[src/rtl/fetch_ctrl.sv]
// rtl/fetch_ctrl.sv - instruction-fetch sequencer owning the program counter
//
// Purpose: drives a req/ack handshake to instruction memory, applies branch
// redirects with delay-slot semantics, generates the pipeline stall vector and
// delivers fetched instructions to the IF/ID boundary.
//
// Ports:
//   clk, rst                    clock, synchronous active-low reset
//   stall_req_id, stall_req_ex  stall requests from ID / EX
//   branch_flag_i               taken branch resolved in ID
//   branch_target_address_i     branch target
//   inst_ack_i, inst_data_i     imem acknowledge and read data
//   pc, ce, inst_req_o          fetch address, imem enable, fetch request
//   inst_o, inst_valid_o        instruction to IF/ID and its one-cycle valid
//   stall                       {wb,mem,ex,id,if,pc} stall vector (combinational)
//   flush                       pipeline flush pulse
//   excp_flag_i, excp_epc_o     exception request / abandoned fetch pc
//
// Optional feature macro: FETCH_EXCP_EN (exception redirect, DRAIN state,
// excp_flag_i / excp_epc_o ports). Without it flush is tied low.

module fetch_ctrl #(
  parameter logic [31:0] RESET_PC    = 32'h0000_0000,
  parameter logic [31:0] EXCP_VECTOR = 32'h0000_0020
) (
  input  logic        clk,
  input  logic        rst,
  input  logic        stall_req_id,
  input  logic        stall_req_ex,
  input  logic        branch_flag_i,
  input  logic [31:0] branch_target_address_i,
  input  logic        inst_ack_i,
  input  logic [31:0] inst_data_i,
  output logic [31:0] pc,
  output logic        ce,
  output logic        inst_req_o,
  output logic [31:0] inst_o,
  output logic        inst_valid_o,
  output logic [5:0]  stall,
  output logic        flush
`ifdef FETCH_EXCP_EN
  ,
  input  logic        excp_flag_i,
  output logic [31:0] excp_epc_o
`endif
);

`ifdef FETCH_EXCP_EN
  typedef enum logic [1:0] {
    IDLE  = 2'd0,
    FETCH = 2'd1,
    HOLD  = 2'd2,
    DRAIN = 2'd3
  } state_t;
`else
  typedef enum logic [1:0] {
    IDLE  = 2'd0,
    FETCH = 2'd1,
    HOLD  = 2'd2
  } state_t;
`endif

  state_t      state_q;
  logic [31:0] pc_q;
  logic        ce_q;
  logic        inst_req_q;
  logic [31:0] inst_q;
  logic        inst_valid_q;
  logic [31:0] hold_data_q;
  logic        pend_q;
  logic [31:0] pend_tgt_q;

  logic        if_stalled;
  logic        branch_take;
  logic [31:0] pc_plus4;
  logic [31:0] pc_d;

  // EX stall freezes everything up to and including EX; ID stall up to ID.
  always_comb begin
    stall = 6'b000000;
    if (stall_req_ex) begin
      stall = 6'b001111;
    end else if (stall_req_id) begin
      stall = 6'b000111;
    end
  end

  assign if_stalled  = stall[1];
  // A branch seen while ID is stalled is not yet resolved, so it is ignored.
  assign branch_take = branch_flag_i & ~stall[2];
  assign pc_plus4    = pc_q + 32'd4;

  // Pending redirect has priority: it belongs to the branch whose delay slot
  // is the instruction being completed now.
  always_comb begin
    pc_d = pc_plus4;
    if (pend_q) begin
      pc_d = pend_tgt_q;
    end else if (branch_take) begin
      pc_d = branch_target_address_i;
    end
  end

`ifdef FETCH_EXCP_EN
  logic        flush_q;
  logic [31:0] epc_q;
  logic        excp_take;

  // DRAIN already carries an exception; IDLE has nothing to abandon.
  assign excp_take = excp_flag_i && (state_q == FETCH || state_q == HOLD);
`endif

  always_ff @(posedge clk) begin
    if (!rst) begin
      state_q      <= IDLE;
      pc_q         <= RESET_PC;
      ce_q         <= 1'b0;
      inst_req_q   <= 1'b0;
      inst_q       <= 32'h0;
      inst_valid_q <= 1'b0;
      hold_data_q  <= 32'h0;
      pend_q       <= 1'b0;
      pend_tgt_q   <= 32'h0;
`ifdef FETCH_EXCP_EN
      flush_q      <= 1'b0;
      epc_q        <= 32'h0;
`endif
    end else begin
      inst_valid_q <= 1'b0;
`ifdef FETCH_EXCP_EN
      flush_q      <= 1'b0;
      if (excp_take) begin
        flush_q <= 1'b1;
        epc_q   <= pc_q;
        pend_q  <= 1'b0;
        if (state_q == FETCH && !inst_ack_i) begin
          // Request cannot be withdrawn: wait for its ack, then discard it.
          state_q <= DRAIN;
        end else begin
          pc_q       <= EXCP_VECTOR;
          inst_req_q <= 1'b1;
          state_q    <= FETCH;
        end
      end else
`endif
      begin
        case (state_q)
          IDLE: begin
            ce_q       <= 1'b1;
            inst_req_q <= 1'b1;
            state_q    <= FETCH;
          end
          FETCH: begin
            if (inst_ack_i) begin
              if (!if_stalled) begin
                inst_q       <= inst_data_i;
                inst_valid_q <= 1'b1;
                pc_q         <= pc_d;
                pend_q       <= 1'b0;
              end else begin
                hold_data_q <= inst_data_i;
                inst_req_q  <= 1'b0;
                state_q     <= HOLD;
              end
            end else if (branch_take) begin
              // In-flight fetch is the delay slot; redirect after it lands.
              pend_q     <= 1'b1;
              pend_tgt_q <= branch_target_address_i;
            end
          end
          HOLD: begin
            if (!if_stalled) begin
              inst_q       <= hold_data_q;
              inst_valid_q <= 1'b1;
              pc_q         <= pc_d;
              pend_q       <= 1'b0;
              inst_req_q   <= 1'b1;
              state_q      <= FETCH;
            end else if (branch_take) begin
              pend_q     <= 1'b1;
              pend_tgt_q <= branch_target_address_i;
            end
          end
`ifdef FETCH_EXCP_EN
          DRAIN: begin
            if (inst_ack_i) begin
              pc_q    <= EXCP_VECTOR;
              state_q <= FETCH;
            end
          end
`endif
          default: begin
            state_q <= IDLE;
          end
        endcase
      end
    end
  end

  assign pc           = pc_q;
  assign ce           = ce_q;
  assign inst_req_o   = inst_req_q;
  assign inst_o       = inst_q;
  assign inst_valid_o = inst_valid_q;

`ifdef FETCH_EXCP_EN
  assign flush      = flush_q;
  assign excp_epc_o = epc_q;
`else
  logic unused_excp_vector;
  assign unused_excp_vector = ^EXCP_VECTOR;
  assign flush              = 1'b0;
`endif

endmodule

[config.mk]
export PLATFORM = sky130hd
export DESIGN_NAME = fetch_ctrl
export DESIGN_NICKNAME = d
export VERILOG_FILES = /design/src/rtl/fetch_ctrl.sv
export SDC_FILE = /design/constraint.sdc
export NUM_CORES = 1
export LEC_CHECK = 0
export ABC_AREA = 1
export CAP_MARGIN = 40
export CORE_MARGIN = 10
export CORE_UTILIZATION = 42
export DETAILED_ROUTE_END_ITERATION = 10
export PLACE_DENSITY_LB_ADDON = 0.2
export RECOVER_POWER = 100
export SYNTH_ARGS = -nofsm -noshare
export SYNTH_HDL_FRONTEND = slang
export SYNTH_SLANG_ARGS = --single-unit
export TNS_END_PERCENT = 20
[constraint.sdc]
create_clock -name clk -period 1.7 [get_ports clk]
set_input_delay 0.34 -clock clk [delete_from_list [all_inputs] [get_ports clk]]
set_output_delay 0.34 -clock clk [all_outputs]
set_load 0.05 [all_outputs]
==> flow_summary.ini, run 1 <==
[run_status]
status = completed

[timing]
whs_ns = 0.2447
fin_crit_sh = 0.9650
hold_viol_final = 0
timing.final.max_slew_violations = 0
setup-violations-final = 0
fin_crit_ns = 1.640
max_freq_mhz = 609.6
finClkSkew_ns = 0.009824

[placement]
io_buffers = 140
place_inst = 1273
gp_congestion = 0.8990
placed_area_mm2 = 0.008536
dp_hpwl_um = 14000

[power_and_ir_drop]
p_clk_frac = 0.425
power.leakage_nw = 3.715
p_sw_frac = 0.2870
switching_power_w = 0.002600
power_density_mw_per_mm2 = 994.9
power.total_w = 0.009058
ir_drop_mv = 0.7018
pwr-share-comb = 0.188
intPower_w = 0.006458
p_seq_frac = 0.387

[logic_synthesis]
ys.warnings.count = 0
ys_seq_area_frac = 0.4121
synth_cell_type_count = 35
yosys.area.top_type_share = 0.4121
syn_avg_cell_area_um2 = 6.860
synth_area_mm2 = 0.006510
yosys-top-cells-area = dfxtp_1 41%, nand2_1 10%, o21ai_0 10%
synth.largest_area_cell = dfxtp_1
ys_ff_latch = 134
netlist_instances = 949

[detailed_routing]
ant_nets = 0
num_vias = 6842
drcViolationCount = 0
viasPerCell = 5.235
routedWlPerCell_um = 15.81
wl_um = 20670
drtIter0Drc = 358
dr.pass1.iters = 6

[cells_and_area]
final_nets = 1181
instances_no_fill = 1307
n_fill_cell = 1442
area_growth_pct = 39.86
final_util = 0.5989
design_area_mm2 = 0.009105
final_common_cell = nand2_1
post_route_cells_drive_above_1_share = 0.1699
final_cell_mix = 177 x nand2_1, 150 x nor2_1, 130 x dfxtp_1, 120 x o21ai_0, 69 x a21oi_1

[run]
cap_violations = 0

[clocking]
clk_latency_ns = 0.42
cts_root_buf = clkbuf_16
postCtsSetupRepairBufs = 0
numCtsBuffers = 17
cts_tree = yes
cts.clk_slew.worst_paths_ns = 0.06
clockBufferDepth = 2
clkSinkCount = 134
cts-htree-levels = 4

[die]
die_h_um = 144.5
start_util = 0.4282
dieArea_mm2 = 0.02088
core_mm2 = 0.01520
io_pins = 144
rows = 45
die_w_um = 144.5

[grt]
grt_antenna_before_repair = 1
grt_max_degree = 73
track_usage = 0.1943
grt_pass1_vias = 6639
grt_overflow_total = 0
grt_pass1_wl_um = 32800

[critical_path]
endpoint_kind = output pin
arrival_ns = 1.30
cp_data_required_time_ns = 1.36
path_class = primary input to output pin
critPathMaxFanout = 5
crit_path_start_kind = primary input

[min_path]
hp-class = primary input to flip-flop
-- metal layers --
metal | share of wire | GRT usage | up-vias
met1 | 0.44 | 0.2309 | 3166
met2 | 0.47 | 0.3201 | 214
met4 | 0.018 | 0.07234 | 0
met3 | 0.075 | 0.06199 | 27
met5 | 0 | 0 | -
li1 | - | - | 3435
-- cells by family (layout without fill, tap and decap cells) --
family	Yosys count	after routing	share of synthesized area
compound gates	271	271	0.2203
fa+ha+maj	5	5	0.009610
buf+inv	131	298	0.08937
xor+xnor	6	6	0.008072
flops	134	134	0.4121
other cells	1	4	0.0005760
simple gates	401	401	0.2600
-- path summary, 6_finish.rpt --
path	start	slack [ns]	cells past startpoint	endpoint
max	stall_req_id	0.06	5	stall[0]
min	rst	0.24	3	inst_o[15]$_SDFFE_PN0P_
max reg2reg	state_q[0]$_SDFFE_PN0P_	0.09	8	inst_o[11]$_SDFFE_PN0P_
min reg2reg	hold_data_q[0]$_SDFFE_PN0P_	0.46	2	inst_o[0]$_SDFFE_PN0P_
-- per-stage QoR --
| stage | setup TNS (ns) | worst slack [ns] |
|---|---|---|
| global placement | -14.76 | -0.1561 |
| floorplan | 0 | 0.01810 |
| detailed placement | -16.48 | -0.1835 |
| finish | 0 | 0.05953 |
| CTS | 0 | 0.003531 |
| global route | -0.02211 | -0.02211 |
-- critical path, stage by stage --
cell,delay (ns)
clkdlybuf4s50_1,0.52
inv_1,0.05
nand2_1,0.10
buf_6,0.15
buf_12,0.14
-- timing repair --
| action | in CTS | in global routing |
|---|---|---|
| resized for setup | 8 | 34 |
| cloned | 1 | 1 |
| pin swaps | 0 | 2 |
| setup endpoints to repair | 58 | 127 |
| hold buffers | 0 | 0 |
-- sequential cells by signal, summed over array words and instances (netlist names) --
signal        count
hold_data_q      32
inst_o           32
pc               32
pend_tgt_q       32
state_q           2
ce                1
inst_req_o        1
inst_valid_o      1
pend_q            1
-- cell type report --
class / count / area [µm²] / area share
diodes: 1 / 2.502 / 0.0002748
well taps: 188 / 235.2 / 0.02583
clock buffers: 21 / 470.5 / 0.05167
clock inverters: 10 / 143.9 / 0.01580
multi-input cells: 686 / 3349 / 0.3679
inverters: 66 / 260.3 / 0.02858
repair buffers: 201 / 1951 / 0.2142
flip-flops and latches: 134 / 2693 / 0.2957
-- power groups by stage --
| stage | Combinational [W] | Sequential (W) | Clock, W |
|---|---|---|---|
| 2_1_floorplan | 0.000659 | 0.00386 | 0 |
| 3_3_place_gp | 0.00170 | 0.00356 | 0 |
| 3_5_place_dp | 0.00171 | 0.00356 | 0 |
| 4_1_cts | 0.00174 | 0.00350 | 0.00390 |
| 5_1_grt | 0.00185 | 0.00354 | 0.00405 |
| 6_report | 0.00170 | 0.00351 | 0.00385 |
-- synthesized netlist by cell type, drive strengths merged --
library cell and instances:
nand3 45, conb 1, nand3b 3, clkbuf 35, o21bai 1, a21oi 70, xor2 2, ha 5
a31oi 34, o21ai 158, nand2 184, or2 3, inv 66, buf 30, a2111oi 1, dfxtp 134
nor2 164, and2 2, xnor2 4, o211ai 7
Power figures use the tool's default switching activity.
==> run 2, diff against run 1 <==
--- a/config.mk
+++ b/config.mk
@@ -12,6 +12,7 @@
 export DETAILED_ROUTE_END_ITERATION = 10
 export PLACE_DENSITY_LB_ADDON = 0.2
 export RECOVER_POWER = 100
+export SETUP_SLACK_MARGIN = 0.3
 export SYNTH_ARGS = -nofsm -noshare
 export SYNTH_HDL_FRONTEND = slang
 export SYNTH_SLANG_ARGS = --single-unit
==> run 2 against run 1 <==
Non-clock buffer count up 2. Die area unchanged. Utilization increased by 1.9 points.
==> flow_summary.ini, run 2 (synthesis results as in run 1) <==
[clocking]
cts_tree = yes
cts-htree-levels = 4
cts_root_buf = clkbuf_16
clockBufferDepth = 2
clkSinkCount = 134
clk_latency_ns = 0.42
cts.clk_slew.worst_paths_ns = 0.06
cts-hold-fix-buffers = 0
numCtsBuffers = 17

[detailed_routing]
wl_um = 21520
num_vias = 6840
viasPerCell = 5.225
drtIter0Drc = 389
routedWlPerCell_um = 16.44
dr.pass1.iters = 5
drcViolationCount = 0
ant_nets = 0

[die]
start_util = 0.4282
rows = 45
io_pins = 144
die_h_um = 144.5
core_mm2 = 0.01520
die_w_um = 144.5
dieArea_mm2 = 0.02088

[power_and_ir_drop]
ir_drop_mv = 0.7171
power.total_w = 0.009107
power.leakage_nw = 3.823
power_density_mw_per_mm2 = 969.7

[grt]
track_usage = 0.1997
grt_antenna_before_repair = 2
grt_pass1_vias = 6548
grt_max_degree = 75
grt_pass1_wl_um = 33470
grt_overflow_total = 0

[critical_path]
crit_path_start_kind = flip-flop
cp_data_required_time_ns = 2.05
arrival_ns = 2.01
endpoint_kind = flip-flop
path_class = flip-flop to flip-flop
critPathMaxFanout = 10

[cells_and_area]
final_cell_mix = 176 x nand2_1, 149 x nor2_1, 109 x dfxtp_1, 67 x o21ai_0, 66 x clkdlybuf4s50_1
post_route_cells_drive_above_1_share = 0.2580
final_nets = 1183
final_common_cell = nand2_1
area_growth_pct = 44.26

[timing]
hold_viol_final = 0
timing.final.max_slew_violations = 0
tns_ns = 0
finClkSkew_ns = 0.005939
rsz0062_at_grt = true
fin_crit_ns = 1.661
whs_ns = 0.3416
fin_crit_sh = 0.9768
max_freq_mhz = 602.2
setup-violations-final = 0

[placement]
io_buffers = 140
gp_congestion = 0.9064
dp_hpwl_um = 13630

[run_status]
status = completed

[min_path]
hp-class = primary input to flip-flop

[run]
cap_violations = 0
## run 2: final cells by class
type	count	area (µm²)
Clock inverter	12	141.4
Antenna cell	1	2.502
Tap cell	188	235.2
Clock buffer	19	464.2
Fill cell	1395	5811
Timing Repair Buffer	203	1942
Inverter	66	267.8
Multi-Input combinational cell	686	3607
Sequential cell	134	2731
## run 2: path summary, 6_finish.rpt
path                                  end  slack [ns]  cells past startpoint                        start
setup / recovery  inst_o[12]$_SDFFE_PN0P_        0.04                     10      state_q[1]$_SDFFE_PN0P_
hold / removal            ce$_SDFFE_PN0P_        0.34                      3                          rst
setup reg to reg  inst_o[12]$_SDFFE_PN0P_        0.04                     10      state_q[1]$_SDFFE_PN0P_
hold reg to reg    inst_o[9]$_SDFFE_PN0P_        0.46                      2  hold_data_q[9]$_SDFFE_PN0P_
## run 2: worst max-delay path, stage by stage, from the launching register on
cell and delay, ns:
dfxtp_4 0.36, buf_12 0.13, ha_4 0.19, inv_8 0.06, nor2_4 0.04, o21ai_4 0.15
inv_4 0.08, buf_12 0.14, buf_12 0.13, buf_16 0.14, a31oi_1 0.17
## run 2: timing repair
item,in CTS,in global routing
gates cloned,4,5
buffers inserted,11,3
gates resized for setup,32,135
endpoints found under the setup margin,139,146
pin swaps,5,38
## run 2: power breakdown
group | total (W) | leakage [nW] | switching [W] | internal (W)
logic | 0.00177 | 2.43 | 0.00107 | 0.000701
registers | 0.00354 | 1.10 | 0.000177 | 0.00336
clock network | 0.00379 | 0.292 | 0.00149 | 0.00230
total | 0.00911 | 3.82 | 0.00274 | 0.00637
## run 2: per-stage QoR
step / std cells / utilization / area (µm²) / setup slack (ns)
floorplan: 951 / - / 6616 / 0.1453
global placement: 1254 / 0.5393 / 8198 / -0.2120
detailed placement: 1254 / 0.5393 / 8198 / -0.2525
CTS: 1300 / 0.5988 / 9104 / 0.07957
global route: 1308 / 0.6176 / 9389 / -0.04972
finish: 1309 / 0.6178 / 9392 / 0.03942
## run 2: routing by layer
metal / routed length [µm] / global-route usage / part of all wire
met1: 9224 / 0.2430 / 0.43
met2: 9951 / 0.3148 / 0.46
met3: 1912 / 0.07871 / 0.089
met4: 429 / 0.06596 / 0.020
met5: 0 / 0 / 0
